`src/rtl/cat_pkg.sv`:
```
// rtl/cat_pkg.sv - shared state encoding and attribute bit positions for the cat scanner
package cat_pkg;

    typedef enum logic [1:0] {
        IDLE   = 2'd0,
        DRIVE  = 2'd1,
        SAMPLE = 2'd2,
        DONE   = 2'd3
    } cat_state_t;

    localparam int CAT_BLACK       = 3;
    localparam int CAT_RED         = 2;
    localparam int CAT_STERILIZED  = 1;
    localparam int CAT_MALE        = 0;
    localparam int CAT_NUM_VECTORS = 16;

endpackage

```
`src/rtl/cat_scanner.sv`:
```
// rtl/cat_scanner.sv - walks all 16 attribute vectors and records the selector verdicts
module cat_scanner
    import cat_pkg::*;
#(
    parameter int SETTLE_CYCLES = 1
) (
    input  logic        Clk,
    input  logic        Reset,
    input  logic        Start,
    output logic        IsBlack,
    output logic        IsRed,
    output logic        IsSterilized,
    output logic        IsMale,
    input  logic        IsMyCat,
    output logic        Busy,
    output logic        Done,
    output logic [15:0] MatchMask,
    output logic [4:0]  MatchCount
);

    localparam logic [3:0] SETTLE_LAST = 4'(SETTLE_CYCLES - 1);
    localparam logic [3:0] LAST_INDEX  = 4'(CAT_NUM_VECTORS - 1);

    cat_state_t state;
    logic [3:0] index;
    logic [3:0] settle_cnt;
    logic [3:0] index_inc;

    assign index_inc = index + 4'd1;

    // Attribute outputs are registered and loaded on the edge entering DRIVE,
    // so they already show the new index during the first settle cycle.
    always_ff @(posedge Clk or posedge Reset) begin
        if (Reset) begin
            state        <= IDLE;
            index        <= '0;
            settle_cnt   <= '0;
            Busy         <= 1'b0;
            Done         <= 1'b0;
            IsBlack      <= 1'b0;
            IsRed        <= 1'b0;
            IsSterilized <= 1'b0;
            IsMale       <= 1'b0;
            MatchMask    <= '0;
            MatchCount   <= '0;
        end else begin
            case (state)
                IDLE: begin
                    Done <= 1'b0;
                    if (Start) begin
                        MatchMask    <= '0;
                        MatchCount   <= '0;
                        index        <= '0;
                        settle_cnt   <= '0;
                        Busy         <= 1'b1;
                        IsBlack      <= 1'b0;
                        IsRed        <= 1'b0;
                        IsSterilized <= 1'b0;
                        IsMale       <= 1'b0;
                        state        <= DRIVE;
                    end
                end
                DRIVE: begin
                    if (settle_cnt == SETTLE_LAST) begin
                        settle_cnt <= '0;
                        state      <= SAMPLE;
                    end else begin
                        settle_cnt <= settle_cnt + 4'd1;
                    end
                end
                SAMPLE: begin
                    MatchMask[index] <= IsMyCat;
                    if (IsMyCat) begin
                        MatchCount <= MatchCount + 5'd1;
                    end
                    if (index == LAST_INDEX) begin
                        Busy         <= 1'b0;
                        Done         <= 1'b1;
                        IsBlack      <= 1'b0;
                        IsRed        <= 1'b0;
                        IsSterilized <= 1'b0;
                        IsMale       <= 1'b0;
                        state        <= DONE;
                    end else begin
                        index        <= index_inc;
                        IsBlack      <= index_inc[CAT_BLACK];
                        IsRed        <= index_inc[CAT_RED];
                        IsSterilized <= index_inc[CAT_STERILIZED];
                        IsMale       <= index_inc[CAT_MALE];
                        state        <= DRIVE;
                    end
                end
                DONE: begin
                    Done  <= 1'b0;
                    state <= IDLE;
                end
                default: state <= IDLE;
            endcase
        end
    end

endmodule

```
`config.mk`:
```
export PLATFORM = sky130hd
export DESIGN_NAME = cat_scanner
export DESIGN_NICKNAME = d
export VERILOG_FILES = /design/src/rtl/cat_pkg.sv /design/src/rtl/cat_scanner.sv
export SDC_FILE = /design/constraint.sdc
export NUM_CORES = 1
export LEC_CHECK = 0
export ABC_AREA = 1
export BUFFER_PORTS_ARGS = -buffer_cell sky130_fd_sc_hd__buf_4
export CORE_MARGIN = 2
export CORE_UTILIZATION = 28
export DETAILED_ROUTE_END_ITERATION = 16
export GPL_ROUTABILITY_DRIVEN = 0
export PLACE_DENSITY = 0.42
export SLEW_MARGIN = 20
export SYNTH_ARGS = -nofsm -noshare
export SYNTH_HDL_FRONTEND = slang
export SYNTH_SLANG_ARGS = --single-unit
```
`constraint.sdc`:
```
create_clock -name Clk -period 1.95 [get_ports Clk]
set_input_delay 0.2925 -clock Clk [delete_from_list [all_inputs] [get_ports Clk]]
set_output_delay 0.2925 -clock Clk [all_outputs]
set_load 0.02 [all_outputs]
```
# Yosys cells after proc, flatten, opt, wreduce, memory -nomap -nowiden
# Index checks and enable logic that the tools add are counted.
# totals
regBits,37
latchBits,0
mem_bits_rw,0
romBits,0
in_bits,4
output_inout_bits,27
elab_cells,70
memories,0
# op_classes
addsub,3
mul,0
n_div,0
order_cmp,2
n_eq_ne,9
n_shift,0
n_mux,31
bitwise_logic,0
reduce_logical,14
# ops
operator,n
$pmux 16 s2,1
$bwmux 16,1
$mux 16,1
$pmux 4 s2,2
$mux 4,3
$pmux 1 s2,6
$mux 5,2
$ne 2x2->1 const B,5
$pmux 5 s2,1
$mux 1,9
$reduce_and 3->1,3
$add 4x1->4 const B,2
$pmux 2 s4,1
$reduce_and 2->1,4
$mux 2,3
$reduce_bool 2->1,3
$add 5x1->5 const B,1
$lt 4x5->1 const B,1
$demux 1 s4,1
$eq 2x2->1 const B,2
$eq 4x4->1 const B,1
$ge 4x1->1 const B,1
$logic_not 4->1,1
$eq 2x1->1 const B,1
other kinds (3),3

# Depth between registers and ports, before layout
# Gate-level depths: netlist (run 1).
# logic_depth
word_depth,6
ltp_mapped,10
ltp_nobuf,8

# Least setup slack after synthesis (run 1)
# Ideal clock, no wire load.
# synth_path
kind,reg2reg
startpoint,register state[0]
endpoint,register Busy
setup_ns,0.121
arrival_ns,1.314
required_ns,1.829
slack_ns,0.515
path_stages_with_launch,10
cell_sequence,dfrtp_1 inv_1 ha_1 buf_4 inv_2 o21ai_4 buf_4 nand2_1 nand2_1 nand2_1
# synth_via
elab_chain_cells,3
word_cells_on_any_way,7
cone_classes,eq/ne (3); mux (1); reduce/logical (3)
# synth_lines
item,line_no,rtl
start: declaration,cat_scanner.sv:24,cat_state_t state;
start signal: assignment,cat_scanner.sv:35,state <= IDLE;
start signal: assignment,cat_scanner.sv:60,state <= DRIVE;
start signal: assignment,cat_scanner.sv:66,state <= SAMPLE;
$eq 2x2->1 / $logic_not 2->1 (equally long branches),cat_scanner.sv:47,case (state)
$ne 2x2->1 (no source line) / $reduce_bool 2->1 (equally long branches),-,
$reduce_and 3->1 (no source line),-,
end signal: assignment,cat_scanner.sv:38,Busy <= 1'b0;
end signal: assignment,cat_scanner.sv:55,Busy <= 1'b1;
end signal: assignment,cat_scanner.sv:77,Busy <= 1'b0;
end: declaration,cat_scanner.sv:15,"output logic Busy,"
# Several ways; a longest one is shown, not always the timed one.
# A chain may end at the register's enable or synchronous reset.

# Worst setup path after layout (run 1)
# layout_path
startpoint,register state[0]
endpoint,register MatchMask[4]
# layout_via
elab_chain_cells,3
word_cells_on_any_way,6
cone_classes,eq/ne (2); mux (1); reduce/logical (3)
# layout_lines
item,line_no,rtl
$eq 2x2->1 / $logic_not 2->1 (equally long branches),cat_scanner.sv:47,
$reduce_bool 2->1 (no source line) / $ne 2x2->1 (equally long branches),-,
$reduce_and 2->1 (no source line),-,
end signal: indexed assignment,cat_scanner.sv:72,MatchMask[index] <= IsMyCat;
end: declaration,cat_scanner.sv:17,"output logic [15:0] MatchMask,"
# Several ways; a longest one is shown, not always the timed one.

==> impl_metrics.py, run 1 <==
metrics = {
    "status": {
        "status": "finished clean",
    },
    "pwr": {
        "p_leak_uw": 0.00129,
        "clock_power_share_pct": 19.7,
        "seqPwrFrac_pct": 35.7,
        "power_density_nw_per_um2": 1150,
        "p_sw_uw": 1220,
        "switching_share_pct": 43.6,
        "internal-power_uw": 1580,
        "ir_drop_v": 0.000367,
        "combinationalPowerShare_pct": 44.6,
    },
    "cells_and_area": {
        "antenna_cells": 0,
        "drive_above_1_share_pct": 16.3,
        "final_common_cell": "nand2_1",
        "nets": 310,
        "fin_util_pct": 35.2,
        "area_delta_synth_final_pct": 20.2,
        "n_fill_cell": 782,
        "final_cell_mix": "92 x nand2_1, 37 x dfrtp_1, 34 x buf_4",
        "multi_input_area_um2": 918,
        "final_area_um2": 2430,
        "ff_latch_area_um2": 926,
    },
    "yosys": {
        "yosys.area.top_type": "dfrtp_1",
        "synth-xor-area-share_pct": 0.867,
        "synth_top_area_share_pct": 45.8,
        "synthDistinctLibCells": 21,
        "synth_top_family_by_area": "simple AND/OR/NAND/NOR gates",
        "avgSynthCellArea_um2": 7.74,
        "synth_area_um2": 2020,
        "ys_warn_count": 0,
        "synth_area_leaders": "dfrtp_1 46%, nand2_1 17%, ha_1 6.8%",
        "synth.area.mux_share_pct": 0,
        "yosys.area_share.adder_pct": 6.81,
        "synthCells": 261,
        "synth-seq-cells": 37,
        "syn-num-nets": 276,
        "synth_compound_area_share_pct": 8.61,
        "synthSimpleGateAreaFrac_pct": 29.2,
        "seq_area_frac_synth_pct": 45.8,
    },
    "timing": {
        "slew_headroom_pct": 67.5,
        "post-route-period-util_pct": 87.0,
        "finalCriticalPeriod_ns": 1.70,
        "finalWorstSetupSlack_ns": 0.253,
        "setup_tns_ns": 0,
        "hold_viol_final": 0,
        "worst_slew_pin_slew_ns": 0.487,
        "fmax_mhz": 589,
        "setup_viol": 0,
        "grt_setup_unrepaired": "false",
        "finClkSkew_ns": 0.00322,
        "slew_viol_final": 0,
    },
    "clocking": {
        "cts_tree": "built",
        "htree_levels": 2,
        "cts_buffers": 5,
        "cts_setup_buffers": 0,
        "clock_sinks": 37,
        "cts_hold_buf": 0,
        "cts_resized": 0,
        "cts.clk_slew.worst_paths_ns": 0.07,
        "clk-insertion-delay-late_ns": 0.29,
        "clock_path_buffers": 2,
        "root_buffer": "clkbuf_8",
    },
    "setup_path": {
        "path_max_fanout": 15,
        "end_kind": "flip-flop",
        "start_kind": "flip-flop",
        "rr_startpoint": "state[0]",
        "cp.arrival_ns": 1.90,
        "crit_type": "flip-flop to flip-flop",
        "critPathLaunch": "state[0]",
        "worst-endpoint-required_ns": 2.15,
    },
    "global_route": {
        "grt_pass1_vias": 1698,
        "grt_use_total_pct": 13.4,
        "grt_pass1_wl_mm": 8.14,
        "grt_overflow_total": 0,
        "antenna_found_initial": 0,
        "grt_max_degree": 38,
    },
    "placement": {
        "dp_hpwl_mm": 3.39,
        "port_buffers": 30,
        "place_area_um2": 2340,
        "place_ws_ns": 0.248,
    },
    "floorplan": {
        "die_y_um": 89.0,
        "io_pins": 31,
        "initial_utilization_pct": 29.3,
        "core_area_um2": 6910,
        "num_rows": 30,
        "dieWidth_um": 89.0,
        "die_area_um2": 7910,
    },
    "detailed_routing": {
        "routed_via_density": 4.36,
        "drcViolationCount": 0,
        "drtIter0Drc": 85,
        "wl_mm": 4.71,
        "first_pass_iters": 4,
        "wl_per_cell_um": 12.0,
        "routed-via-count": 1706,
        "ant_nets": 0,
    },
    "run": {
        "cap_violations": 0,
    },
    "worst_hold_path": {
        "worstHoldPathType": "input pin to asynchronous set/reset pin",
    },
}
final cells by class:
class                           instances  share of cell area [%]
Clock buffer                            7                    3.55
Sequential cell                        37                    38.1
Timing Repair Buffer                   34                    10.5
Tap cell                               96                    4.94
Inverter                               33                    5.10
Multi-Input combinational cell        184                    37.8
cells in the mapped netlist:
master   number
a21oi_1       8
buf_2         3
buf_4         2
buf_6         2
dfrtp_1      37
ha_1         11
inv_1        32
inv_2         1
nand2_1      92
nand2_2       2
nand2_4       1
nand3_1      23
nand4_1       5
nor2_1       15
nor2_4        1
o21ai_0      13
o21ai_1       8
o21ai_4       1
o31ai_2       1
or2_2         1
xor2_1        2
worst max-delay path: stages (launching register included):
cell and delay (ns):
dfrtp_1 0.42, inv_1 0.08, ha_1 0.27, nand2_1 0.21, nand2_4 0.17, nor2_4 0.30
nand2_1 0.08, o21ai_0 0.08
per-stage QoR:
stage / instances / hold slack [ns] / total power, uW
floorplan: 261 / 0.472 / 1930
global placement: 384 / 0.457 / 2290
detailed placement: 384 / 0.452 / 2280
CTS: 391 / 0.135 / 2860
global route: 391 / 0.166 / 3060
finish: 391 / 0.122 / 2800
routing by layer:
layer / share of wire [%] / up-vias / global-route usage [%]
li1: - / 888 / -
met1: 49 / 785 / 17.8
met2: 45 / 27 / 21.3
met3: 3.9 / 6 / 3.42
met4: 1.5 / 0 / 4.48
met5: 0 / - / 0
power by group through the flow:
stage               Sequential (uW)  Clock (uW)  Combinational, uW
floorplan                      1070           0                864
global placement               1010           0               1270
detailed placement             1020           0               1270
CTS                            1000         580               1280
global route                   1020         610               1430
finish                          998         551               1250
cell families after synthesis:
| family | Yosys count |
|---|---|
| compound gates | 31 |
| fa+ha+maj | 11 |
| buf+inv | 40 |
| flops | 37 |
| simple gates | 140 |
| xor+xnor | 2 |
final timing paths:
check	endpoint	slack, ns	depth (start not counted)
max	MatchMask[4]	0.25	7
min	settle_cnt[1]	0.12	3
max reg2reg	MatchMask[4]	0.25	7
min reg2reg	Busy	0.48	2
max in group asynchronous	MatchMask[0]	1.49	3
min in group Clk	MatchCount[0]	0.39	3
sequential cells by signal (all words and copies together), names as in the netlist, 2 cells and up:
register and count:
MatchMask 16, index 4, state 2, MatchCount 5, settle_cnt 4
Power figures use the tool's default switching activity.
==> run 2: changes to the inputs <==
CELL_PAD_IN_SITES_DETAIL_PLACEMENT = 1   (was default)
CELL_PAD_IN_SITES_GLOBAL_PLACEMENT = 1   (was default)
CORE_MARGIN = 4   (was 2)
PLACE_DENSITY = 0.54   (was 0.42)
==> impl_metrics.py, run 2 (synthesis results as in run 1) <==
metrics = {
    "setup_path": {
        "r2r_slack_ns": 0.22,
        "crit_chain": "inv_1 > ha_1 > nand2_1 > nand2_4 > nor2_4 > nand2_1 > nand2_1",
        "worst-endpoint-required_ns": 2.18,
        "critPathMostFrequentCell": "nand2_1",
        "critPathBufInv": 1,
        "end_kind": "flip-flop",
        "reg2reg_to": "MatchMask[14]",
        "max_stage_delay_ns": 0.40,
        "crit_slowest_cell": "dfrtp_1",
        "ff2ff_path_depth": 7,
        "cp.arrival_ns": 1.96,
        "crit_type": "flip-flop to flip-flop",
        "path_max_fanout": 15,
        "critPathTopFamily": "simple AND/OR/NAND/NOR gates",
        "critPathLaunch": "state[1]",
        "start_kind": "flip-flop",
        "rr_startpoint": "state[1]",
    },
    "timing": {
        "fmax_mhz": 580,
        "finClkSkew_ns": 0.0116,
        "slew_viol_final": 0,
        "hold_viol_final": 0,
        "post-route-period-util_pct": 88.5,
        "worst_slew_pin_slew_ns": 0.492,
        "setup_tns_ns": 0,
        "slew_headroom_pct": 67.2,
        "setup_viol": 0,
        "grt_setup_unrepaired": "false",
        "finalCriticalPeriod_ns": 1.73,
    },
    "clocking": {
        "cts_tree": "built",
        "clk-insertion-delay-late_ns": 0.30,
        "clock_sinks": 37,
        "cts_buffers": 5,
        "clock_path_buffers": 2,
        "cts_setup_buffers": 0,
        "htree_levels": 2,
        "root_buffer": "clkbuf_8",
        "cts_resized": 0,
        "cts_hold_buf": 0,
        "cts.clk_slew.worst_paths_ns": 0.08,
    },
    "cells_and_area": {
        "regMostFlops": "MatchMask",
        "multi_input_area_um2": 918,
        "drive_above_1_share_pct": 17.2,
        "area_delta_synth_final_pct": 21.4,
        "ff_latch_area_um2": 926,
        "n_fill_cell": 891,
        "fin_util_pct": 35.5,
        "largest_register_ffs": 16,
        "nets": 311,
        "final_area_um2": 2450,
        "final_common_cell": "nand2_1",
        "antenna_cells": 0,
        "final_cell_mix": "92 x nand2_1, 37 x dfrtp_1, 35 x buf_4",
        "reg_top3": "MatchMask x16, MatchCount x5",
    },
    "pwr": {
        "ir_drop_v": 0.000458,
        "internal-power_uw": 1620,
        "p_total_uw": 2920,
        "switching_share_pct": 44.4,
        "power_density_nw_per_um2": 1190,
        "clock_power_share_pct": 21.0,
        "seqPwrFrac_pct": 34.4,
        "p_sw_uw": 1300,
        "combinationalPowerShare_pct": 44.6,
        "p_leak_uw": 0.00130,
    },
    "status": {
        "status": "finished clean",
    },
    "floorplan": {
        "initial_utilization_pct": 29.3,
        "die_area_um2": 8640,
        "die_y_um": 93.0,
        "dieWidth_um": 93.0,
        "io_pins": 31,
        "core_area_um2": 6910,
        "num_rows": 30,
    },
    "run": {
        "cap_violations": 0,
    },
    "detailed_routing": {
        "routed-via-count": 1764,
        "wl_per_cell_um": 13.3,
        "ant_nets": 0,
        "drcViolationCount": 0,
        "drtIter0Drc": 55,
        "routed_via_density": 4.49,
        "first_pass_iters": 4,
        "wl_mm": 5.22,
    },
    "global_route": {
        "antenna_found_initial": 0,
        "grt_max_degree": 38,
        "grt_pass1_wl_mm": 9.07,
        "grt_pass1_vias": 1797,
        "grt_overflow_total": 0,
        "grt_use_total_pct": 13.1,
    },
    "placement": {
        "port_buffers": 30,
        "dp_hpwl_mm": 3.88,
        "place_area_um2": 2350,
    },
    "worst_hold_path": {
        "worstHoldPathType": "input pin to asynchronous set/reset pin",
    },
}
-- run 2: routing by layer --
| metal | vias to the layer above | routed length, um | track usage, % | part of all wire [%] |
|---|---|---|---|---|
| li1 | 888 | - | - | - |
| met1 | 841 | 2710 | 19.3 | 52 |
| met2 | 30 | 2270 | 19.3 | 43 |
| met3 | 5 | 193 | 3.01 | 3.7 |
| met4 | 0 | 50 | 3.30 | 0.96 |
| met5 | - | 0 | 0 | 0 |
-- run 2: how the worst max path moves through the flow --
stage                     to  slack (ns)  cells past startpoint
2_1_floorplan           Busy        0.52                      9
3_3_place_gp   MatchMask[14]        0.26                      8
3_5_place_dp   MatchMask[14]        0.19                      7
4_1_cts        MatchMask[14]        0.18                      7
5_1_grt         MatchMask[7]        0.01                      7
6_report       MatchMask[14]        0.22                      7
-- run 2: cell type report --
| class | instances | share of cell area [%] |
|---|---|---|
| tap | 96 | 4.90 |
| clock inverter | 1 | 0.204 |
| clock buffer | 7 | 3.93 |
| sequential | 37 | 37.8 |
| timing repair buffer | 35 | 10.7 |
| multi-input combinational | 184 | 37.4 |
| inverter | 33 | 5.05 |
-- run 2: metrics by stage --
| step | hold slack, ns | instances | setup WS [ns] |
|---|---|---|---|
| CTS | 0.134 | 393 | 0.180 |
| global route | 0.161 | 393 | 0.0146 |
| detailed placement | 0.462 | 385 | 0.195 |
| global placement | 0.456 | 385 | 0.264 |
| finish | 0.111 | 393 | 0.224 |
| floorplan | 0.472 | 261 | 0.515 |
-- run 2: worst register-to-register path, stage by stage (launching register included) --
cell     delay, ns
dfrtp_1       0.40
inv_1         0.11
ha_1          0.27
nand2_1       0.21
nand2_4       0.18
nor2_4        0.31
nand2_1       0.12
nand2_1       0.09
-- run 2: power by group through the flow --
stage | registers, uW | logic [uW] | clock network, uW
floorplan | 1070 | 864 | 0
global placement | 1020 | 1300 | 0
detailed placement | 1020 | 1320 | 0
CTS | 1000 | 1330 | 636
global route | 1020 | 1490 | 669
finish | 1000 | 1300 | 612
